File: src/rtl/matmul_bram_loader.sv
// rtl/matmul_bram_loader.sv - port-A BRAM loader for the matmul core (option: MATLOAD_WEIGHT_RETAIN_EN)
module matmul_bram_loader #(
    parameter int WIDTH      = 16,
    parameter int CHUNK_SIZE = 4,
    parameter int NUM_CORES  = 2,
    parameter int W_WORDS    = 6,
    parameter int I_WORDS    = 3
) (
    input  logic                                    clk,
    input  logic                                    rst_n,
    input  logic                                    go,
`ifdef MATLOAD_WEIGHT_RETAIN_EN
    input  logic                                    keep_w,
`endif
    input  logic                                    s_valid,
    output logic                                    s_ready,
    input  logic [WIDTH*CHUNK_SIZE-1:0]             s_data,
    input  logic                                    s_last,
    output logic                                    wb_ena,
    output logic [7:0]                              wb_wea,
    output logic [11:0]                             wb_addra,
    output logic [WIDTH*CHUNK_SIZE-1:0]             wb_dina,
    output logic                                    in_ena,
    output logic [7:0]                              in_wea,
    output logic [13:0]                             in_addra,
    output logic [WIDTH*CHUNK_SIZE*NUM_CORES-1:0]   in_dina,
    output logic                                    start,
    input  logic                                    core_done,
    output logic                                    busy,
    output logic                                    load_done,
    output logic                                    err_len
);
    localparam int BW  = WIDTH * CHUNK_SIZE;
    localparam int IW  = BW * NUM_CORES;
    localparam int BCW = (NUM_CORES > 1) ? $clog2(NUM_CORES) : 1;

    typedef enum logic [2:0] {IDLE, LOAD_W, LOAD_I, RUN, FIN} state_t;

    state_t          state;
    logic [11:0]     w_cnt;
    logic [13:0]     word_cnt;
    logic [BCW-1:0]  beat_cnt;
    logic [IW-1:0]   pack;
    logic [IW-1:0]   pack_next;
`ifdef MATLOAD_WEIGHT_RETAIN_EN
    logic            w_loaded;
`endif

    logic accept;
    logic word_full;
    logic final_beat;

    assign s_ready    = (state == LOAD_W) || (state == LOAD_I);
    assign busy       = (state != IDLE);
    assign accept     = s_valid && s_ready;
    assign word_full  = (beat_cnt == BCW'(NUM_CORES - 1));
    assign final_beat = (state == LOAD_I) && word_full && (word_cnt == 14'(I_WORDS - 1));

    // First beat of a word lands in the LSBs
    always_comb begin
        pack_next = pack;
        pack_next[beat_cnt*BW +: BW] = s_data;
    end

    always_ff @(posedge clk) begin
        if (!rst_n) begin
            state     <= IDLE;
            w_cnt     <= '0;
            word_cnt  <= '0;
            beat_cnt  <= '0;
            pack      <= '0;
            wb_ena    <= 1'b0;
            wb_wea    <= '0;
            wb_addra  <= '0;
            wb_dina   <= '0;
            in_ena    <= 1'b0;
            in_wea    <= '0;
            in_addra  <= '0;
            in_dina   <= '0;
            start     <= 1'b0;
            load_done <= 1'b0;
            err_len   <= 1'b0;
`ifdef MATLOAD_WEIGHT_RETAIN_EN
            w_loaded  <= 1'b0;
`endif
        end else begin
            wb_ena    <= 1'b0;
            wb_wea    <= '0;
            in_ena    <= 1'b0;
            in_wea    <= '0;
            load_done <= 1'b0;
            case (state)
                IDLE: begin
                    if (go) begin
                        err_len  <= 1'b0;
                        w_cnt    <= '0;
                        word_cnt <= '0;
                        beat_cnt <= '0;
`ifdef MATLOAD_WEIGHT_RETAIN_EN
                        state    <= (keep_w && w_loaded) ? LOAD_I : LOAD_W;
`else
                        state    <= LOAD_W;
`endif
                    end
                end
                LOAD_W: begin
                    if (accept) begin
                        wb_ena   <= 1'b1;
                        wb_wea   <= 8'hFF;
                        wb_addra <= w_cnt;
                        wb_dina  <= s_data;
                        w_cnt    <= w_cnt + 12'd1;
                        if (s_last) begin
                            err_len <= 1'b1;
                            state   <= IDLE;
`ifdef MATLOAD_WEIGHT_RETAIN_EN
                            w_loaded <= 1'b0;
`endif
                        end else if (w_cnt == 12'(W_WORDS - 1)) begin
                            state <= LOAD_I;
`ifdef MATLOAD_WEIGHT_RETAIN_EN
                            w_loaded <= 1'b1;
`endif
                        end
                    end
                end
                LOAD_I: begin
                    if (accept) begin
                        pack <= pack_next;
                        if (word_full) begin
                            beat_cnt <= '0;
                            in_ena   <= 1'b1;
                            in_wea   <= 8'hFF;
                            in_addra <= word_cnt;
                            in_dina  <= pack_next;
                            word_cnt <= word_cnt + 14'd1;
                        end else begin
                            beat_cnt <= beat_cnt + BCW'(1);
                        end
                        if (final_beat) begin
                            if (!s_last) err_len <= 1'b1;
                            state <= RUN;
                        end else if (s_last) begin
                            err_len <= 1'b1;
                            state   <= IDLE;
`ifdef MATLOAD_WEIGHT_RETAIN_EN
                            w_loaded <= 1'b0;
`endif
                        end
                    end
                end
                RUN: begin
                    // First RUN cycle carries the last port-A write, so start rises one cycle later
                    if (start && core_done) begin
                        start     <= 1'b0;
                        load_done <= 1'b1;
                        state     <= FIN;
                    end else begin
                        start <= 1'b1;
                    end
                end
                FIN: state <= IDLE;
                default: state <= IDLE;
            endcase
        end
    end
endmodule

File: config.mk
export PLATFORM = sky130hd
export DESIGN_NAME = matmul_bram_loader
export DESIGN_NICKNAME = d
export VERILOG_FILES = /design/src/rtl/matmul_bram_loader.sv
export SDC_FILE = /design/constraint.sdc
export NUM_CORES = 1
export LEC_CHECK = 0
export ABC_AREA = 1
export BUFFER_PORTS_ARGS = -buffer_cell sky130_fd_sc_hd__buf_2
export CORE_MARGIN = 4
export CORE_UTILIZATION = 52
export CTS_CLUSTER_SIZE = 40
export DETAILED_ROUTE_END_ITERATION = 16
export PLACE_DENSITY = 0.78
export SLEW_MARGIN = 10
export SYNTH_ARGS = -nofsm -noshare
export SYNTH_HDL_FRONTEND = slang
export SYNTH_SLANG_ARGS = --single-unit
File: constraint.sdc
create_clock -name clk -period 1.75 [get_ports clk]
set_input_delay 0.35 -clock clk [delete_from_list [all_inputs] [get_ports clk]]
set_output_delay 0.35 -clock clk [all_outputs]
set_load 0.05 [all_outputs]
Word-level counts from Yosys, hierarchy flattened
Cells that the tools add are included.
- $add $sub $neg: 4
- equal/unequal tests: 13
- shift-type cells: 2
- multiplexer cells: 33
- reduce and logical (&&, ||, !) cells: 21
- operators with widths (operator ; number):
    128-bit bitwise mux ; 1
    64-bit by 34-bit variable shift with 128-bit output (first input constant) ; 1
    64-bit by 34-bit indexed part select with 128-bit output ; 1
    14-bit 2-to-1 mux ; 3
    7-bit negation with 34-bit output ; 1
    14-bit case mux with 2 select lines ; 1
    12-bit 2-to-1 mux ; 2
    3-bit 2-to-1 mux ; 8
    12-bit case mux with 2 select lines ; 1
    8-bit 2-to-1 mux ; 2
    14-bit by 1-bit adder with 14-bit output (second input constant) ; 1
    14-bit by 2-bit equality test with 1-bit output (second input constant) ; 1
    12-bit by 1-bit adder with 12-bit output (second input constant) ; 1
    12-bit by 3-bit equality test with 1-bit output (second input constant) ; 1
    1-bit 2-to-1 mux ; 12
    3-bit case mux with 4 select lines ; 1
    3-bit AND reduction ; 4
    2-bit inequality test (second input constant) ; 5
    2-bit AND reduction ; 4
    3-bit by 2-bit equality test with 1-bit output (second input constant) ; 2
    3-bit inequality test (second input constant) ; 2
    6-bit AND reduction ; 1
    3-bit nonzero test ; 2
    5-bit AND reduction ; 1
    other kinds (10) ; 14
- register bits after elaboration: 397
- input bits: 70
- output and inout port bits: 241
- logic and storage cells: 89

Logic depth before layout (Yosys ltp)
Gate-level depths: netlist of the first run.
- depth after elaboration: 6
- depth in mapped cells: 10
- depth with buffers taken out: 10

Worst setup path after synthesis of the first run
No wires, ideal clock.
- path kind: reg2reg
- start point: register state[1]
- end point: register w_cnt[7]
- arrival time: 1.533 ns
- required time: 1.622 ns
- path slack: 0.090 ns
- stages on the path, launching flop included: 9
- period minus slack after synthesis: 1.660 ns
- cells stage by stage: dfxtp_1 inv_2 nand2_1 inv_2 o21ai_2 buf_4 nor2_1 a21oi_1 nor2_1
- cells in the longest elaborated chain, start to end: 5
- elaborated cells between the ends (all ways): 10
- those cells by class: eq/ne (4); mux (1); reduce/logical (5)
- ends and longest elaborated chain (item ; line ; text):
    start, declared ; 39 ; state_t state;
    start signal, assigned ; 67 ; state <= IDLE;
    start signal, assigned ; 102 ; state <= LOAD_W;
    start signal, assigned ; 115 ; state <= IDLE;
    3-bit by 1-bit equality test with 1-bit output / 3-bit by 2-bit equality test with 1-bit output (equally long branches) ; 53, 92 ;
    1-bit logical OR ; 53 ; assign s_ready = (state == LOAD_W) || (state == LOAD_I);
    1-bit logical AND ; 55 ; assign accept = s_valid && s_ready;
    2-bit inequality test (no line) ; n/a ;
    3-bit AND reduction (no line) ; n/a ;
    end signal, assigned ; 112 ; w_cnt <= w_cnt + 12'd1;
    end, declared ; 40 ; logic [11:0] w_cnt;
Parallel ways exist; a longest one is shown, timed or not.
A chain may end at the register's enable or synchronous reset.

Worst setup path after layout of the first run
- start point: register state[0]
- end point: output port s_ready
- cells in the longest elaborated chain, start to end: 2
- elaborated cells between the ends (all ways): 3
- those cells by class: eq/ne (2); reduce/logical (1)
- ends and longest elaborated chain (item ; line ; text):
    3-bit by 1-bit equality test with 1-bit output / 3-bit by 2-bit equality test with 1-bit output (equally long branches) ; 53 ;
    1-bit logical OR * ; 53 ;
    end, declared ; 16 ; output logic s_ready,
Every way passes the cells marked *; elsewhere a longest branch is shown, timed or not.

==> run summary, run 1 <==
First-pass DRT Iterations - 6
Peak supply drop - 768 uV
Hold Startpoint - s_data[31]
Most used cell, CP - nand2_2
Synth Area in Adders - 0.00402
Post-Route Setup TNS - 0 ps
Post-Place Worst Slack - 98.3 ps
Syn. warnings - 0
CTS buffer count - 34
N_diodes - 0
Layout cells sized above 1 - 0.225
Fin Hold WS - 113 ps
Layout fillers - 2035
Worst setup SP type - flop
P per Cell Area - 1370 mW/mm2
Post-route clock skew - 19.1 ps
Count of state elements after synthesis - 317
Worst hold path depth - 3
Gr usage total - 0.245
Syn Inst Count - 1616
Commonest non-fill, non-tap cell in the layout - nor2_1
Fmax - 578 MHz
Setup crit end kind - output pin
Num ports - 311
Worst R2R Path Depth - 7
Hold WC Path Type - primary input to flop
Area growth syn-to-layout - 23.2%
CTS root buf - clkbuf_16
Final nets - 1948
Most frequent cells in the layout - 459 x nor2_1, 313 x dfxtp_1, 307 x buf_2
Synth top area share - 0.509
Area leader, netlist - dfxtp_1
CP max FO - 6
Clock net sink count - 317
Vias in the first global route - 10600
Clk_lat worst skew - 500 ps
Vias per cell - 5.17
Status - completed
HPWL after DPL - 23400 um
GPL Wtd Cong - 0.871
Crit-path cells - nor2_4 > nand2_2 > nand2_2 > buf_8
Synth unique cells - 30
Simple-gate share of the synthesized area - 0.204
RR Endpoint - in_dina[102]
Post-synthesis mux area share - 0.0514
H-tree depth - 2
WP data required - 1400 ps
Overall power - 21.1 mW
Synth area leaders - dfxtp_1 51%, nor2_1 14%, a21oi_1 9.5%, mux2i_1 5.1%, o21ai_0 4.7%
Global-route wire length before repair - 53700 um
Unrepaired setup endpoints after global routing - yes
Synth Area per Inst - 7.71 um2
# Max-Cap Violations - 0
CP max stage cell - dfxtp_4
Starting density of the core - 0.529
Register area share after synthesis - 0.509
Core Region - 0.0235 mm2
Slowest stage delay, CP - 360 ps
Post-DP Area - 0.0142 mm2
XOR/XNOR Fraction of Synth Area - 0.000703
Final worst path period share - 0.988
CTS tree - yes
Netlist Area Pre-Place - 0.0125 mm2
Area of the die - 0.0265 mm2
Final core utilization - 0.652
Leakage power - 6.90 nW
Slew margin rel. - 0.624
# setup viols final - 0
Final hold violation count - 0
Main combinational cell family by area after synthesis - simple AND/OR/NAND/NOR gates
Critical R2R Launch - state[0]
FP Rows - 56
Minimum clock period - 1730 ps
Initial antenna violation count - 0
WS Path Type - flop to output pin
CP Data Arrival Time - 1380 ps
Final Non-Filler Cells - 2215
Clock Pin Slew Worst Setup and Hold Paths - 60 ps
Worst setup margin - 21.2 ps
Port Buffers - 310
Placed Cells incl. Taps - 2153
DRC viols - 0
Largest delay share family, worst path - simple AND/OR/NAND/NOR gates
Synthesized net count - 1690
Total congestion overflow - 0
DIE HEIGHT - 163 um
Chip width - 163 um
Post-Route WL - 34200 um
Flop2flop setup slack - 130 ps
Detailed Route Iter0 Violations - 817
Vias after detailed routing - 11500
Buffer depth of the longest clock path - 3
Fin. max-slew vios - 0
Largest net degree at the start of global routing - 126
Post-route ant nets - 0
Finished Cell Area - 0.0154 mm2
Buffers and inverters on the worst path - 1
Synth Area in Compound Gates - 0.154
Worst hold endpoint - wb_dina[31]
Tightest Pin Transition - 565 ps
Drt wl/cell - 15.5 um
[timing repair]
action / CTS / global route
hold endpoints to repair: 0 / 0
pin swaps: 0 / 3
gates resized for setup: 8 / 6
setup endpoints to repair: 2 / 3
hold buffers: 0 / 0
setup buffers: 0 / 4
[worst reg2reg max path, delay by kind of cell, from the launching register on]
family          cells  cell delay, ps
flops               1             360
simple gates        3             460
buf+inv             2             390
compound gates      2             310
[synthesized netlist by cell type (all sizes together)]
cell type  count
nand2        133
ha             4
inv           80
xnor2          1
clkbuf        46
nand3b         2
o21ai        140
o21a           2
nor3           6
dfxtp        317
mux2i         64
buf           79
nand3         24
nor2         464
or2            2
a21oi        237
o21bai         1
nand4         14
[kinds of logic after synthesis]
group,Yosys count
simple gates,645
buf+inv,205
mux,64
fa+ha+maj,4
compound gates,380
xor+xnor,1
flops,317
[layout make-up]
class,count,area (um2),area share
clock buffers,48,995,0.0648
repair buffers,347,2050,0.133
clock inverters,10,61.3,0.00399
inverters,80,310,0.0202
flip-flops and latches,317,6360,0.414
well taps,319,399,0.0260
multi-input cells,1094,5180,0.338
[sequential cells by signal (all words and copies together), names as in the netlist]
name	cells
in_dina	128
pack	64
wb_dina	64
in_addra	14
word_cnt	14
w_cnt	12
wb_addra	12
state	3
beat_cnt	1
err_len	1
in_wea	1
load_done	1
start	1
wb_wea	1
[power breakdown]
part / internal (mW) / leakage (nW) / switching, mW
registers: 7.90 / 2.57 / 0.360
logic: 1.70 / 3.82 / 4.38
clock network: 3.96 / 0.517 / 2.80
total: 13.6 / 6.90 / 7.54
[routing by layer]
metal,GRT usage,vias up,share of wire
met5,0,-,0
met4,0.0926,0,0.034
met3,0.0496,74,0.065
met2,0.401,392,0.47
met1,0.321,5242,0.43
li1,-,5750,-
[worst max-delay path by stage]
stage	slack, ps	startpoint	cells past startpoint	end
after global placement	180	s_valid	8	in_dina[59]
final	20	state[0]	4	s_ready
after global routing	-30	state[0]	3	busy
after detailed placement	100	state[0]	7	wb_dina[38]
after CTS	-40	state[2]	3	busy
after floorplan	90	state[1]	8	w_cnt[7]
Power figures use the tool's default switching activity.
==> run 2, diff against run 1 <==
Settings changed: CORE_ASPECT_RATIO from default to 1.4.
==> run 2 against run 1 <==
Compared with the run above: the run now ends with negative setup slack left; global-route usage shrank 0.96 points; design area is 1.6% higher; critical path depth unchanged; die area increased by 0.13%; register-to-register slack worse by 90 ps; worst setup slack worse by 76 ps; utilization up 1.3 points; count of clock-buffer cells in the layout shrank 12; non-clock buffer count up 14; largest cell class unchanged; worst hold slack lost 45 ps; fmax shrank 4.2%; clock skew down 12 ps.
==> run summary, run 2 (synthesis results as in run 1) <==
WP data required - 1400 ps
Chip width - 139 um
Global-route wire length before repair - 52800 um
Most frequent cells in the layout - 457 x nor2_1, 313 x dfxtp_1, 307 x buf_2
H-tree depth - 1
CTS buffer count - 30
# setup viols final - 2
Flop2flop setup slack - 40 ps
Cts hold-fix bufs - 0
Buffer depth of the longest clock path - 3
Post-route clock skew - 6.71 ps
GPL Wtd Cong - 0.929
Layout cells sized above 1 - 0.234
Status - complete, but fails checks
N_diodes - 0
Detailed Route Iter0 Violations - 567
Drt wl/cell - 15.2 um
Core Region - 0.0235 mm2
Worst setup SP type - flop
Most flops, register - in_dina
Worst hold path depth - 3
Overall power - 21.8 mW
Worst R2R Path Depth - 8
Placed Cells incl. Taps - 2145
Sw Share - 0.349
Post-Route WL - 33700 um
DIE HEIGHT - 191 um
Slew margin rel. - 0.717
Total congestion overflow - 0
Post-route ant nets - 0
Vias per cell - 5.21
CP Data Arrival Time - 1450 ps
Crit-path cells - nor2_4 > buf_6 > nand2_4 > buf_6
Vias after detailed routing - 11500
Gr usage total - 0.235
Finished Cell Area - 0.0156 mm2
Leakage power - 7.02 nW
Tightest Pin Transition - 424 ps
Final worst path period share - 1.03
Area growth syn-to-layout - 25.2%
Final Non-Filler Cells - 2213
P per Cell Area - 1400 mW/mm2
Minimum clock period - 1800 ps
Hold WC Path Type - primary input to flop
WS Path Type - flop to output pin
Unrepaired setup endpoints after global routing - yes
Pint - 14.2 mW
Fmax - 554 MHz
Starting density of the core - 0.531
Initial antenna violation count - 0
Largest net degree at the start of global routing - 85
Area of the die - 0.0265 mm2
FP Rows - 66
# Max-Cap Violations - 0
Final hold violation count - 0
Clock Pin Slew Worst Setup and Hold Paths - 60 ps
Fin. max-slew vios - 0
Max reg flops - 128
Top flop regs - in_dina: 128 flops, pack: 64 flops, wb_dina: 64 flops
Switching power - 7.61 mW
CTS tree - yes
Port Buffers - 310
Worst setup margin - -54.8 ps
Most used cell, CP - buf_6
CTS root buf - clkbuf_16
DRC viols - 0
Seq pwr share - 0.378
CP max FO - 6
HPWL after DPL - 23300 um
Setup crit end kind - output pin
Clk_lat worst skew - 540 ps
Peak supply drop - 1000 uV
Combinational Power Share - 0.291
Commonest non-fill, non-tap cell in the layout - nor2_1
Vias in the first global route - 10800
Post-DP Area - 0.0143 mm2
Clock net sink count - 317
Final nets - 1958
CP max stage cell - dfxtp_4
Clk pwr share - 0.331
Num ports - 311
Failing checks - negative setup slack
Slowest stage delay, CP - 370 ps
First-pass DRT Iterations - 5
-- run 2: cell count changes in the layout (fill, tap and decap cells not counted), sizes merged --
cell,previous run,this run
clkinvlp,3,2
clkinv,6,8
inv,81,82
buf,347,360
bufinv,0,7
clkbuf,48,37
-- run 2: per-stage QoR --
stage	setup WS, ps	util	hold WS (ps)	setup TNS [ps]
6_report	-54.8	0.665	68.0	-103
5_1_grt	-104	0.665	70.6	-1500
4_1_cts	-30.7	0.659	48.3	-41.4
3_5_place_dp	142	0.608	432	0
3_3_place_gp	203	0.608	428	0
2_1_floorplan	89.8	-	454	0
-- run 2: power groups by stage --
stage                     Sequential, mW  Combinational [mW]  Clock (mW)
after CTS                           8.24                6.09        7.33
after global routing                8.32                6.79        7.61
after detailed placement            8.38                5.89           0
after global placement              8.36                5.80           0
after floorplan                     10.0                2.78           0
final                               8.25                6.35        7.22
-- run 2: worst max-delay path, delay by kind of cell, from the launching register on --
family,cells,cell delay [ps]
flops,1,370
simple gates,2,250
buf+inv,2,290
-- run 2: area by class of cell --
class | instances | area, um2
timing repair buffer | 361 | 2210
clock buffer | 36 | 835
fill | 1973 | 7860
tap | 306 | 383
multi-input combinational | 1094 | 5210
inverter | 80 | 310
clock inverter | 19 | 287
sequential | 317 | 6360
-- run 2: layer usage --
metal  track usage  up-vias  routed length [um]
li1              -     5761                   -
met1         0.272     5278               13400
met2         0.424      398               16300
met3        0.0480       95                2470
met4        0.0968        0                1460
met5             0        -                   0
-- run 2: final timing paths --
kind / from / to
min: s_data[28] / wb_dina[28]
max: state[2] / busy
min reg2reg: in_dina[83] / in_dina[83]
max reg2reg: state[2] / in_dina[66]
-- run 2: repair_timing --
| action | CTS | global route |
|---|---|---|
| pin swaps | 3 | 3 |
| resized for setup | 14 | 15 |
| endpoints found under the setup margin | 2 | 43 |
| cloned | 0 | 1 |
| endpoints found under the hold margin | 0 | 0 |
| setup buffers | 4 | 8 |
==> run 3, diff against run 2 <==
Settings changed: SKIP_CTS_REPAIR_TIMING from default to 1.
==> run 3 against run 2 <==
Compared with the run above: the run still ends with negative setup slack left; utilization fell by 0.62 points; critical path depth increased by 1; sequential share of layout area increased by 0.35 points; register-to-register slack gained 30 ps; wire length shrank 1.5%; sequential power is essentially flat; count of clock-buffer cells in the layout unchanged; critical path type unchanged; critical endpoint is now s_ready; highest routed layer unchanged.
==> run summary, run 3 (synthesis results as in run 1) <==
Status - complete, but fails checks
Failing checks - negative setup slack
Total congestion overflow - 0
Multi-input logic area - 0.00519 mm2
FP Rows - 66
Buffer depth of the longest clock path - 3
Unrepaired setup endpoints after global routing - yes
Flop2flop setup slack - 70 ps
# Max-Cap Violations - 0
Fmax - 547 MHz
Vias per cell - 5.22
Peak supply drop - 1000 uV
Post-route clock skew - 6.62 ps
CTS root buf - clkbuf_16
Worst hold path depth - 3
DRC viols - 0
Setup crit end kind - output pin
Post-Route WL - 33200 um
Minimum clock period - 1830 ps
Global-route wire length before repair - 52600 um
CTS tree - yes
Tightest Pin Transition - 426 ps
CTS buffer count - 30
Top flop regs - in_dina: 128 flops, pack: 64 flops, wb_dina: 64 flops
Most flops, register - in_dina
Drt wl/cell - 15.1 um
Vias in the first global route - 10800
Overall power - 21.5 mW
P per Cell Area - 1390 mW/mm2
Post-Route Setup TNS - -78.2 ps
Detailed Route Iter0 Violations - 565
Final worst path period share - 1.04
Fin. max-slew vios - 0
Largest net degree at the start of global routing - 85
Commonest non-fill, non-tap cell in the layout - nor2_1
Layout fillers - 1983
Worst R2R Path Depth - 8
CP max stage cell - dfxtp_2
HPWL after DPL - 23300 um
Slowest stage delay, CP - 390 ps
Worst setup margin - -78.2 ps
Post-DP Area - 0.0143 mm2
# setup viols final - 1
CP max FO - 7
GPL Wtd Cong - 0.929
Clock Pin Slew Worst Setup and Hold Paths - 60 ps
H-tree depth - 1
Leakage power - 6.95 nW
Post-Place Worst Slack - 142 ps
Gr usage total - 0.234
Starting density of the core - 0.531
Post-route ant nets - 0
Area growth syn-to-layout - 24.0%
Slew margin rel. - 0.716
WS Path Type - flop to output pin
Finished Cell Area - 0.0154 mm2
Register area - 0.00635 mm2
Initial antenna violation count - 0
Area of the die - 0.0265 mm2
Clk_lat worst skew - 540 ps
Chip width - 139 um
N_diodes - 0
DIE HEIGHT - 191 um
Hold WC Path Type - primary input to flop
Num ports - 311
Final hold violation count - 0
Worst setup SP type - flop
Max reg flops - 128
Vias after detailed routing - 11500
CP Data Arrival Time - 1480 ps
Port Buffers - 310
Final nets - 1946
First-pass DRT Iterations - 8
Layout cells sized above 1 - 0.229
Clock net sink count - 317
WP data required - 1400 ps
Crit-path cells - inv_2 > nor2_4 > nand2_4 > nand2_2 > buf_8
Core Region - 0.0235 mm2
Most frequent cells in the layout - 456 x nor2_1, 313 x dfxtp_1, 307 x buf_2
[run 3: cell count changes in the layout (fill, tap and decap cells not counted), sizes merged]
cell	before	now
clkbuf	37	36
buf	360	349
[run 3: stage by stage]
stage                      util  hold WS, ps  cells
after global placement    0.608          428   2145
final                     0.659         70.3   2201
after floorplan               -          454   1616
after CTS                 0.656         48.3   2200
after global routing      0.659         70.6   2201
after detailed placement  0.608          432   2145
[run 3: worst max-delay path: cells and delay by family (launching register included)]
family                 cells  cell delay (ps)
AND/OR/NAND/NOR            3              340
flip-flops                 1              390
buffers and inverters      2              220
[run 3: layer usage]
layer  part of all wire  routed length [um]  vias to the layer above  global-route usage
met5                  0                   0                        -                   0
met4              0.040                1310                        0              0.0919
met3              0.077                2550                       85              0.0468
met2               0.49               16300                      440               0.424
met1               0.39               13000                     5232               0.272
li1                   -                   -                     5729                   -
[run 3: area by class of cell]
cell class	instances	area share
Clock inverter	19	0.0185
Sequential cell	317	0.411
Multi-Input combinational cell	1094	0.336
Inverter	80	0.0202
Timing Repair Buffer	349	0.135
Tap cell	306	0.0248
Clock buffer	36	0.0540
[run 3: final timing paths]
check	start	to
hold / removal	s_data[25]	wb_dina[25]
hold reg to reg	in_dina[83]	in_dina[83]
setup / recovery	state[0]	s_ready
setup reg to reg	state[0]	in_dina[66]
[run 3: where the power goes]
part	internal, mW	leakage (nW)	total [mW]	switching [mW]
combinational	1.69	3.83	6.05	4.36
clock	4.44	0.553	7.21	2.77
sequential	7.89	2.57	8.25	0.362
